--- src/rtl/rd_bin_info_stream.sv ---
// Bin-info header reader: reassembles var count and clause-bin count from narrow
// little-endian beats, range-checks them and latches validated values for the bin manager.
module rd_bin_info_stream #(
    parameter int WIDTH_DATA    = 8,
    parameter int WIDTH_VARS    = 12,
    parameter int WIDTH_CLAUSES = 16,
    parameter int MAX_VARS      = 2048,
    parameter int TIMEOUT       = 255
) (
    input  logic                     clk,
    input  logic                     rst,
    input  logic                     start_rdinfo_i,
    output logic                     done_rdinfo_o,
    output logic                     err_rdinfo_o,
    output logic                     busy_o,
    output logic                     rd_req_o,
    input  logic                     data_en,
    input  logic [WIDTH_DATA-1:0]    data_i,
    output logic [WIDTH_VARS-1:0]    nv_all_o,
    output logic [WIDTH_CLAUSES-1:0] n_cbin_o,
    output logic                     info_valid_o
);

    localparam int NV_BEATS  = (WIDTH_VARS + WIDTH_DATA - 1) / WIDTH_DATA;
    localparam int NB_BEATS  = (WIDTH_CLAUSES + WIDTH_DATA - 1) / WIDTH_DATA;
    localparam int TOT_BEATS = NV_BEATS + NB_BEATS;
    localparam int CNT_W     = $clog2(TOT_BEATS + 1);
    localparam int TO_W      = $clog2(TIMEOUT + 1);

    localparam logic [TO_W-1:0]       TIMEOUT_C  = TO_W'(TIMEOUT);
    localparam logic [WIDTH_VARS:0]   MAX_VARS_C = (WIDTH_VARS + 1)'(MAX_VARS);
    localparam logic [CNT_W-1:0]      LAST_BEAT  = CNT_W'(TOT_BEATS - 1);

    typedef enum logic [1:0] {
        S_IDLE  = 2'd0,
        S_RECV  = 2'd1,
        S_CHECK = 2'd2,
        S_DONE  = 2'd3
    } state_t;

    state_t                   state_q, state_d;
    logic [CNT_W-1:0]         beat_cnt_q, beat_cnt_d;
    logic [TO_W-1:0]          to_cnt_q, to_cnt_d;
    logic [WIDTH_VARS-1:0]    nv_q, nv_d;
    logic [WIDTH_CLAUSES-1:0] nb_q, nb_d;
    logic                     done_q, done_d;
    logic                     err_q, err_d;
    logic                     busy_q, busy_d;
    logic                     rd_req_q, rd_req_d;
    logic [WIDTH_VARS-1:0]    nv_all_q, nv_all_d;
    logic [WIDTH_CLAUSES-1:0] n_cbin_q, n_cbin_d;
    logic                     info_valid_q, info_valid_d;

    logic                     beat_acc_s;
    logic                     chk_err_s;
    logic [TO_W-1:0]          to_inc_s;

    // rd_req_q is high exactly while the FSM sits in RECV, so it gates acceptance
    assign beat_acc_s = data_en && rd_req_q;
    assign to_inc_s   = to_cnt_q + TO_W'(1'b1);
    assign chk_err_s  = (nv_q == {WIDTH_VARS{1'b0}})
                     || ({1'b0, nv_q} > MAX_VARS_C)
                     || (nb_q == {WIDTH_CLAUSES{1'b0}});

    // Next-state, beat assembly and registered-output next values
    always_comb begin
        state_d      = state_q;
        beat_cnt_d   = beat_cnt_q;
        to_cnt_d     = to_cnt_q;
        nv_d         = nv_q;
        nb_d         = nb_q;
        done_d       = 1'b0;
        err_d        = 1'b0;
        nv_all_d     = nv_all_q;
        n_cbin_d     = n_cbin_q;
        info_valid_d = info_valid_q;

        case (state_q)
            S_IDLE: begin
                if (start_rdinfo_i) begin
                    state_d      = S_RECV;
                    beat_cnt_d   = {CNT_W{1'b0}};
                    to_cnt_d     = {TO_W{1'b0}};
                    nv_d         = {WIDTH_VARS{1'b0}};
                    nb_d         = {WIDTH_CLAUSES{1'b0}};
                    info_valid_d = 1'b0;
                end else begin
                    state_d = S_IDLE;
                end
            end
            S_RECV: begin
                if (beat_acc_s) begin
                    to_cnt_d = {TO_W{1'b0}};
                    // Bit-wise fill drops the excess bits of each field's last beat
                    for (int b = 0; b < WIDTH_VARS; b++) begin
                        nv_d[b] = (beat_cnt_q == CNT_W'(b / WIDTH_DATA))
                                ? data_i[b % WIDTH_DATA] : nv_q[b];
                    end
                    for (int b = 0; b < WIDTH_CLAUSES; b++) begin
                        nb_d[b] = (beat_cnt_q == CNT_W'(NV_BEATS + b / WIDTH_DATA))
                                ? data_i[b % WIDTH_DATA] : nb_q[b];
                    end
                    if (beat_cnt_q == LAST_BEAT) begin
                        state_d = S_CHECK;
                    end else begin
                        beat_cnt_d = beat_cnt_q + CNT_W'(1'b1);
                    end
                end else if (to_inc_s == TIMEOUT_C) begin
                    state_d      = S_DONE;
                    to_cnt_d     = {TO_W{1'b0}};
                    done_d       = 1'b1;
                    err_d        = 1'b1;
                    info_valid_d = 1'b0;
                end else begin
                    to_cnt_d = to_inc_s;
                end
            end
            S_CHECK: begin
                state_d = S_DONE;
                done_d  = 1'b1;
                err_d   = chk_err_s;
                if (chk_err_s) begin
                    info_valid_d = 1'b0;
                end else begin
                    nv_all_d     = nv_q;
                    n_cbin_d     = nb_q;
                    info_valid_d = 1'b1;
                end
            end
            S_DONE: begin
                state_d = S_IDLE;
            end
            default: begin
                state_d = S_IDLE;
            end
        endcase

        busy_d   = (state_d != S_IDLE);
        rd_req_d = (state_d == S_RECV);
    end

    // State, datapath and output registers with synchronous reset
    always_ff @(posedge clk) begin
        if (rst) begin
            state_q      <= S_IDLE;
            beat_cnt_q   <= {CNT_W{1'b0}};
            to_cnt_q     <= {TO_W{1'b0}};
            nv_q         <= {WIDTH_VARS{1'b0}};
            nb_q         <= {WIDTH_CLAUSES{1'b0}};
            done_q       <= 1'b0;
            err_q        <= 1'b0;
            busy_q       <= 1'b0;
            rd_req_q     <= 1'b0;
            nv_all_q     <= {WIDTH_VARS{1'b0}};
            n_cbin_q     <= {WIDTH_CLAUSES{1'b0}};
            info_valid_q <= 1'b0;
        end else begin
            state_q      <= state_d;
            beat_cnt_q   <= beat_cnt_d;
            to_cnt_q     <= to_cnt_d;
            nv_q         <= nv_d;
            nb_q         <= nb_d;
            done_q       <= done_d;
            err_q        <= err_d;
            busy_q       <= busy_d;
            rd_req_q     <= rd_req_d;
            nv_all_q     <= nv_all_d;
            n_cbin_q     <= n_cbin_d;
            info_valid_q <= info_valid_d;
        end
    end

    assign done_rdinfo_o = done_q;
    assign err_rdinfo_o  = err_q;
    assign busy_o        = busy_q;
    assign rd_req_o      = rd_req_q;
    assign nv_all_o      = nv_all_q;
    assign n_cbin_o      = n_cbin_q;
    assign info_valid_o  = info_valid_q;

endmodule

--- config.mk ---
export PLATFORM = sky130hd
export DESIGN_NAME = rd_bin_info_stream
export DESIGN_NICKNAME = d
export VERILOG_FILES = /design/src/rtl/rd_bin_info_stream.sv
export SDC_FILE = /design/constraint.sdc
export NUM_CORES = 1
export LEC_CHECK = 0
export BUFFER_PORTS_ARGS = -buffer_cell sky130_fd_sc_hd__buf_4
export CORE_MARGIN = 2
export CORE_UTILIZATION = 30
export DETAILED_ROUTE_END_ITERATION = 7
export GPL_ROUTABILITY_DRIVEN = 0
export PLACE_DENSITY = 0.51
export SKIP_LAST_GASP = 1
export SLEW_MARGIN = 20
export SYNTH_ARGS = -nofsm -noshare
export SYNTH_HDL_FRONTEND = slang
export SYNTH_SLANG_ARGS = --single-unit
--- constraint.sdc ---
create_clock -name clk -period 2.6 [get_ports clk]
set_input_delay 0.26 -clock clk [delete_from_list [all_inputs] [get_ports clk]]
set_output_delay 0.26 -clock clk [all_outputs]
set_load 0.1 [all_outputs]
# Yosys cells after proc, flatten, opt, wreduce, memory -nomap -nowiden
# Cells that the tools add are included.
# totals
word_cells	109
regBits	74
out_inout_bits	33
in_bits	12
# classes
n_mux	56
n_reduce_logical	18
n_bitwise	1
n_lt_le_gt_ge	1
addsub	2
n_eq_ne	17
# op_table
op	n
two-way mux 1 bit	35
two-way mux 16 bit	2
one-hot mux 16 bit (2 select lines)	1
two-way mux 12 bit	2
two-way mux 8 bit	3
one-hot mux 12 bit (2 select lines)	1
AND reduction 4 bit	6
!= test 2 bit, second input constant	9
logical NOT 16 bit	1
one-hot mux 8 bit (2 select lines)	1
> comparator 12 bit, second input constant	1
logical NOT 12 bit	1
two-way mux 3 bit	3
adder 8 x 1 -> 8 bit, second input constant	1
equality test 8 bit, second input constant	1
one-hot mux 2 bit (4 select lines)	1
equality test 3 x 2 -> 1 bit, second input constant	2
two-way mux 2 bit	3
one-hot mux 3 bit (2 select lines)	1
equality test 2 x 1 -> 1 bit, second input constant	2
equality test 2 bit, second input constant	2
one-hot mux 1 bit (2 select lines)	2
AND reduction 2 bit	2
nonzero test 2 bit	2
9 further kinds	10

# Logic depth before layout (Yosys ltp)
# depth
ltp_word	6
ltp_mapped	9
mapped_depth_nobuf	8

# Worst setup path before layout
# Ideal clock, no wire load.
# synth_path
kind	reg2reg
startpoint	register rd_req_q (netlist: rd_req_o)
endpoint	register nb_q[0]
path_stages_with_launch	6
setup_ps	128
path_slack_ps	470
t_required_ps	2472
n_path_buf	0
arrival_time_ps	2002
synth_period_minus_slack_ps	2130
path_cell_list	dfxtp_1 a21bo_2 nand2b_1 a21oi_2 mux2i_1 nor2_1
# synth_between
elab_chain_len	3
# synth_rtl
element	line	source
start, declared	49	logic rd_req_q, rd_req_d;
start signal, assigned	166	rd_req_q <= rd_req_d;
logical AND 1 bit	59	assign beat_acc_s = data_en && rd_req_q;
!= test 2 bit (no source line)	n/a	
AND reduction 4 bit (no source line)	n/a	
end signal, assigned	149	nb_q <= {WIDTH_CLAUSES{1'b0}};
end signal, assigned	162	nb_q <= nb_d;
end, declared	45	logic [WIDTH_CLAUSES-1:0] nb_q, nb_d;
# No other way between the ends.
# A chain may end at the register's enable or synchronous reset.

# Final worst setup path
# layout_path
startpoint	register to_cnt_q[0]
endpoint	register to_cnt_q[2]
# layout_between
elab_chain_len	5
# layout_rtl
element	line	source
start, declared	43	logic [TO_W-1:0] to_cnt_q, to_cnt_d;
start signal, assigned	147	to_cnt_q <= {TO_W{1'b0}};
start signal, assigned	160	to_cnt_q <= to_cnt_d;
adder 8 x 1 -> 8 bit *	60	assign to_inc_s = to_cnt_q + TO_W'(1'b1);
equality test 8 bit	108	end else if (to_inc_s == TIMEOUT_C) begin
two-way mux 8 bit *	108	
two-way mux 8 bit *	92	if (beat_acc_s) begin
one-hot mux 8 bit (2 select lines) *	78	case (state_q)
# Mark *: on every way between the ends. The rest lies on a longest branch, timed or not.

==> run summary <==
layout filler cell count -> 1,100
clock insertion delay at the later pin of the skew report -> 340 ps
total track usage -> 0.134
Area growth syn-to-layout -> 21.0%
crit start category -> register
CP delay by family, top -> compound AO/OA/AOI/OAI gates
crit-path cells -> ha_1 > inv_1 > or3_2 > a22oi_2 > a21o_1 > o311ai_0 > o21a_1
clock root cell -> clkbuf_8
sequential area share after synthesis -> 0.459
Final setup viols -> 0
Worst Hold Slack -> 318 ps
CP Buf/Inv Count -> 1
outcome -> finished, final reports clean
post_cts resized -> 0
DR vias/cell -> 4.69
commonest non-fill, non-tap cells in the layout -> dfxtp_1, nor2_1, mux2i_1
multi-input gate area in the final layout -> 0.00162 mm^2
most common cell after layout, fill and taps aside -> dfxtp_1
Slowest Stage Delay on Critical Path -> 460 ps
Place WS -> 414 ps
total global routing overflow -> 0
CP required -> 2840 ps
Mapped Area -> 0.00323 mm^2
reg-to-reg slack, setup -> 390 ps
DRT Pass-1 Iters -> 4
Unique masters post-synth -> 48
Worst EP arrival -> 2450 ps
utilization after layout -> 0.377
Die ar. -> 0.0116 mm^2
area of the core -> 0.0104 mm^2
# hold bufs at CTS -> 0
first-pass GRT wire length -> 12.1 mm
clock share of power -> 0.395
final critical-path setup slack -> 390 ps
CP Class -> register to register
Final Power -> 2.33 mW
CTS Sinks -> 74
Reg power frac -> 0.505
period utilization -> 0.850
worst-path fanout max -> 11
vias in the first global route -> 2,407
Worst Setup EP -> to_cnt_q[2]
worst r2r dst -> to_cnt_q[2]
Logic pwr share -> 0.100
register area -> 0.00148 mm^2
crit path launch -> to_cnt_q[0]
number of synthesized flops with an enable pin -> 0
prevailing post-synth register cell -> dfxtp_1
CP Capture Type -> register
fin nets -> 406
max-cap violation count -> 0
Post-DP HPWL -> 5.25 mm
Site Rows -> 37
R2R cell count -> 7
initial antenna violation count -> 0
fmax -> 453 MHz
PD cells -> 598 mW/mm^2
unrepaired setup endpoints after global routing -> false
setup total negative slack -> 0 ps
total number of vias -> 2,464
PortBufs -> 44
Mapped Nets -> 360
Ys Warns -> 0
Hold Crit Class -> primary input to register
Period minus WS final -> 2210 ps
H-tree levels -> 3
Crit Reg-Reg Startpoint -> to_cnt_q[0]
CTS max path bufs -> 2
post-CTS setup buffer count -> 0
Post-Route Skew -> 9.58 ps
Worst-Margin Slew -> 674 ps
Syn Inst Count -> 338
FFs w/ async S/R, synth -> 0
Switching Fraction -> 0.263
Worst path depth -> 7
Worst-path clk slew -> 80 ps
sw power -> 0.613 mW
Antenna Violating Nets Remaining -> 0
1st-iter DRT viols -> 159
TritonCTS clock tree -> built
final hold vios -> 0
CP max stage cell -> dfxtp_1
Starting Density -> 0.311
Die H -> 108 um
largest net degree at the start of global routing -> 37
Cell Int Power -> 1.72 mW
Max-slew headroom -> 0.551
Die X -> 108 um
total CTS buffers -> 9
#FFs+latches synth -> 74
Wirelength per Cell -> 14.1 um
post-synthesis area per instance -> 9.55 um^2
drt total wl -> 7.39 mm
fin. max-slew vios -> 0
DRC Markers -> 0
maximum VDD drop -> 0.257 mV
P_leak -> 1.52 nW
boundary pin count -> 45
fraction of layout cells with a size suffix above 1 -> 0.213
diodes inserted -> 0
[Yosys cell counts (3+ instances only)]
cell       n  area share
and2_1     8       0.016
nor4_1     7       0.014
a21oi_1    8       0.012
mux2i_1   58        0.18
dfxtp_1   74        0.46
ha_1      10       0.039
inv_1     13       0.015
a21oi_2    3      0.0081
a31o_2     3      0.0081
o21ai_0    4      0.0062
nor2_1    69       0.080
or3_1      5      0.0097
nand3_1    9       0.014
a21boi_0   3      0.0070
nand2_1   15       0.017
clkbuf_1   8      0.0093
buf_2      3      0.0046
[worst register-to-register path: cells and delay by family, from the launching register on]
kind | cells | cell delay [ps]
compound gates | 4 | 870
fa+ha+maj | 1 | 240
buf+inv | 1 | 100
flops | 1 | 460
simple gates | 1 | 450
[power groups by stage]
stage	Combinational (mW)	Clock, mW	Sequential [mW]
floorplan	0.157	0	1.22
global placement	0.233	0	1.20
detailed placement	0.236	0	1.20
CTS	0.237	0.950	1.18
global route	0.256	1.00	1.18
finish	0.233	0.923	1.18
[logic make-up after synthesis]
| kind of cell | share of synthesized area |
|---|---|
| and+or+nand+nor | 0.190 |
| adders and majority gates | 0.0388 |
| xor gates and xnor gates | 0.00543 |
| DFF | 0.459 |
| muxes | 0.180 |
| AOI/OAI and AO/OA | 0.0876 |
| buffers and inverters | 0.0391 |
[layout make-up]
class,instances,share of cell area
Clock buffer,11,0.0362
Clock inverter,5,0.0160
Sequential cell,74,0.379
Inverter,13,0.0125
Tap cell,136,0.0436
Multi-Input combinational cell,237,0.415
Timing Repair Buffer,49,0.0974
[stage by stage]
step	cell area, um^2	instances
final	3910	525
after global routing	3910	525
after CTS	3910	525
after detailed placement	3700	509
after global placement	3700	509
after floorplan	3230	338
[metal layers]
metal	global-route usage	up-vias	share of wire
li1	-	1265	-
met1	0.180	1148	0.49
met2	0.208	45	0.46
met3	0.0357	6	0.040
met4	0.0412	0	0.011
met5	0	-	0
[sequential cells by signal, indices dropped and copies added (netlist names)]
name and cells:
beat_cnt_q 3, to_cnt_q 8, done_rdinfo_o 1, nv_all_o 12, n_cbin_o 16, state_q 2
nb_q 16, nv_q 12, rd_req_o 1, err_rdinfo_o 1, info_valid_o 1, busy_o 1
[how the worst min path moves through the flow]
stage	startpoint	to	slack, ps	cells after the start
CTS	rst	nb_q[11]	310	2
global placement	beat_cnt_q[2]	beat_cnt_q[2]	480	2
detailed placement	nv_all_o[9]	nv_all_o[9]	490	2
finish	rst	nb_q[14]	320	2
floorplan	rst	done_rdinfo_o	450	2
global route	rst	nb_q[10]	320	2
Note: power is estimated with default switching activity, not from simulation.
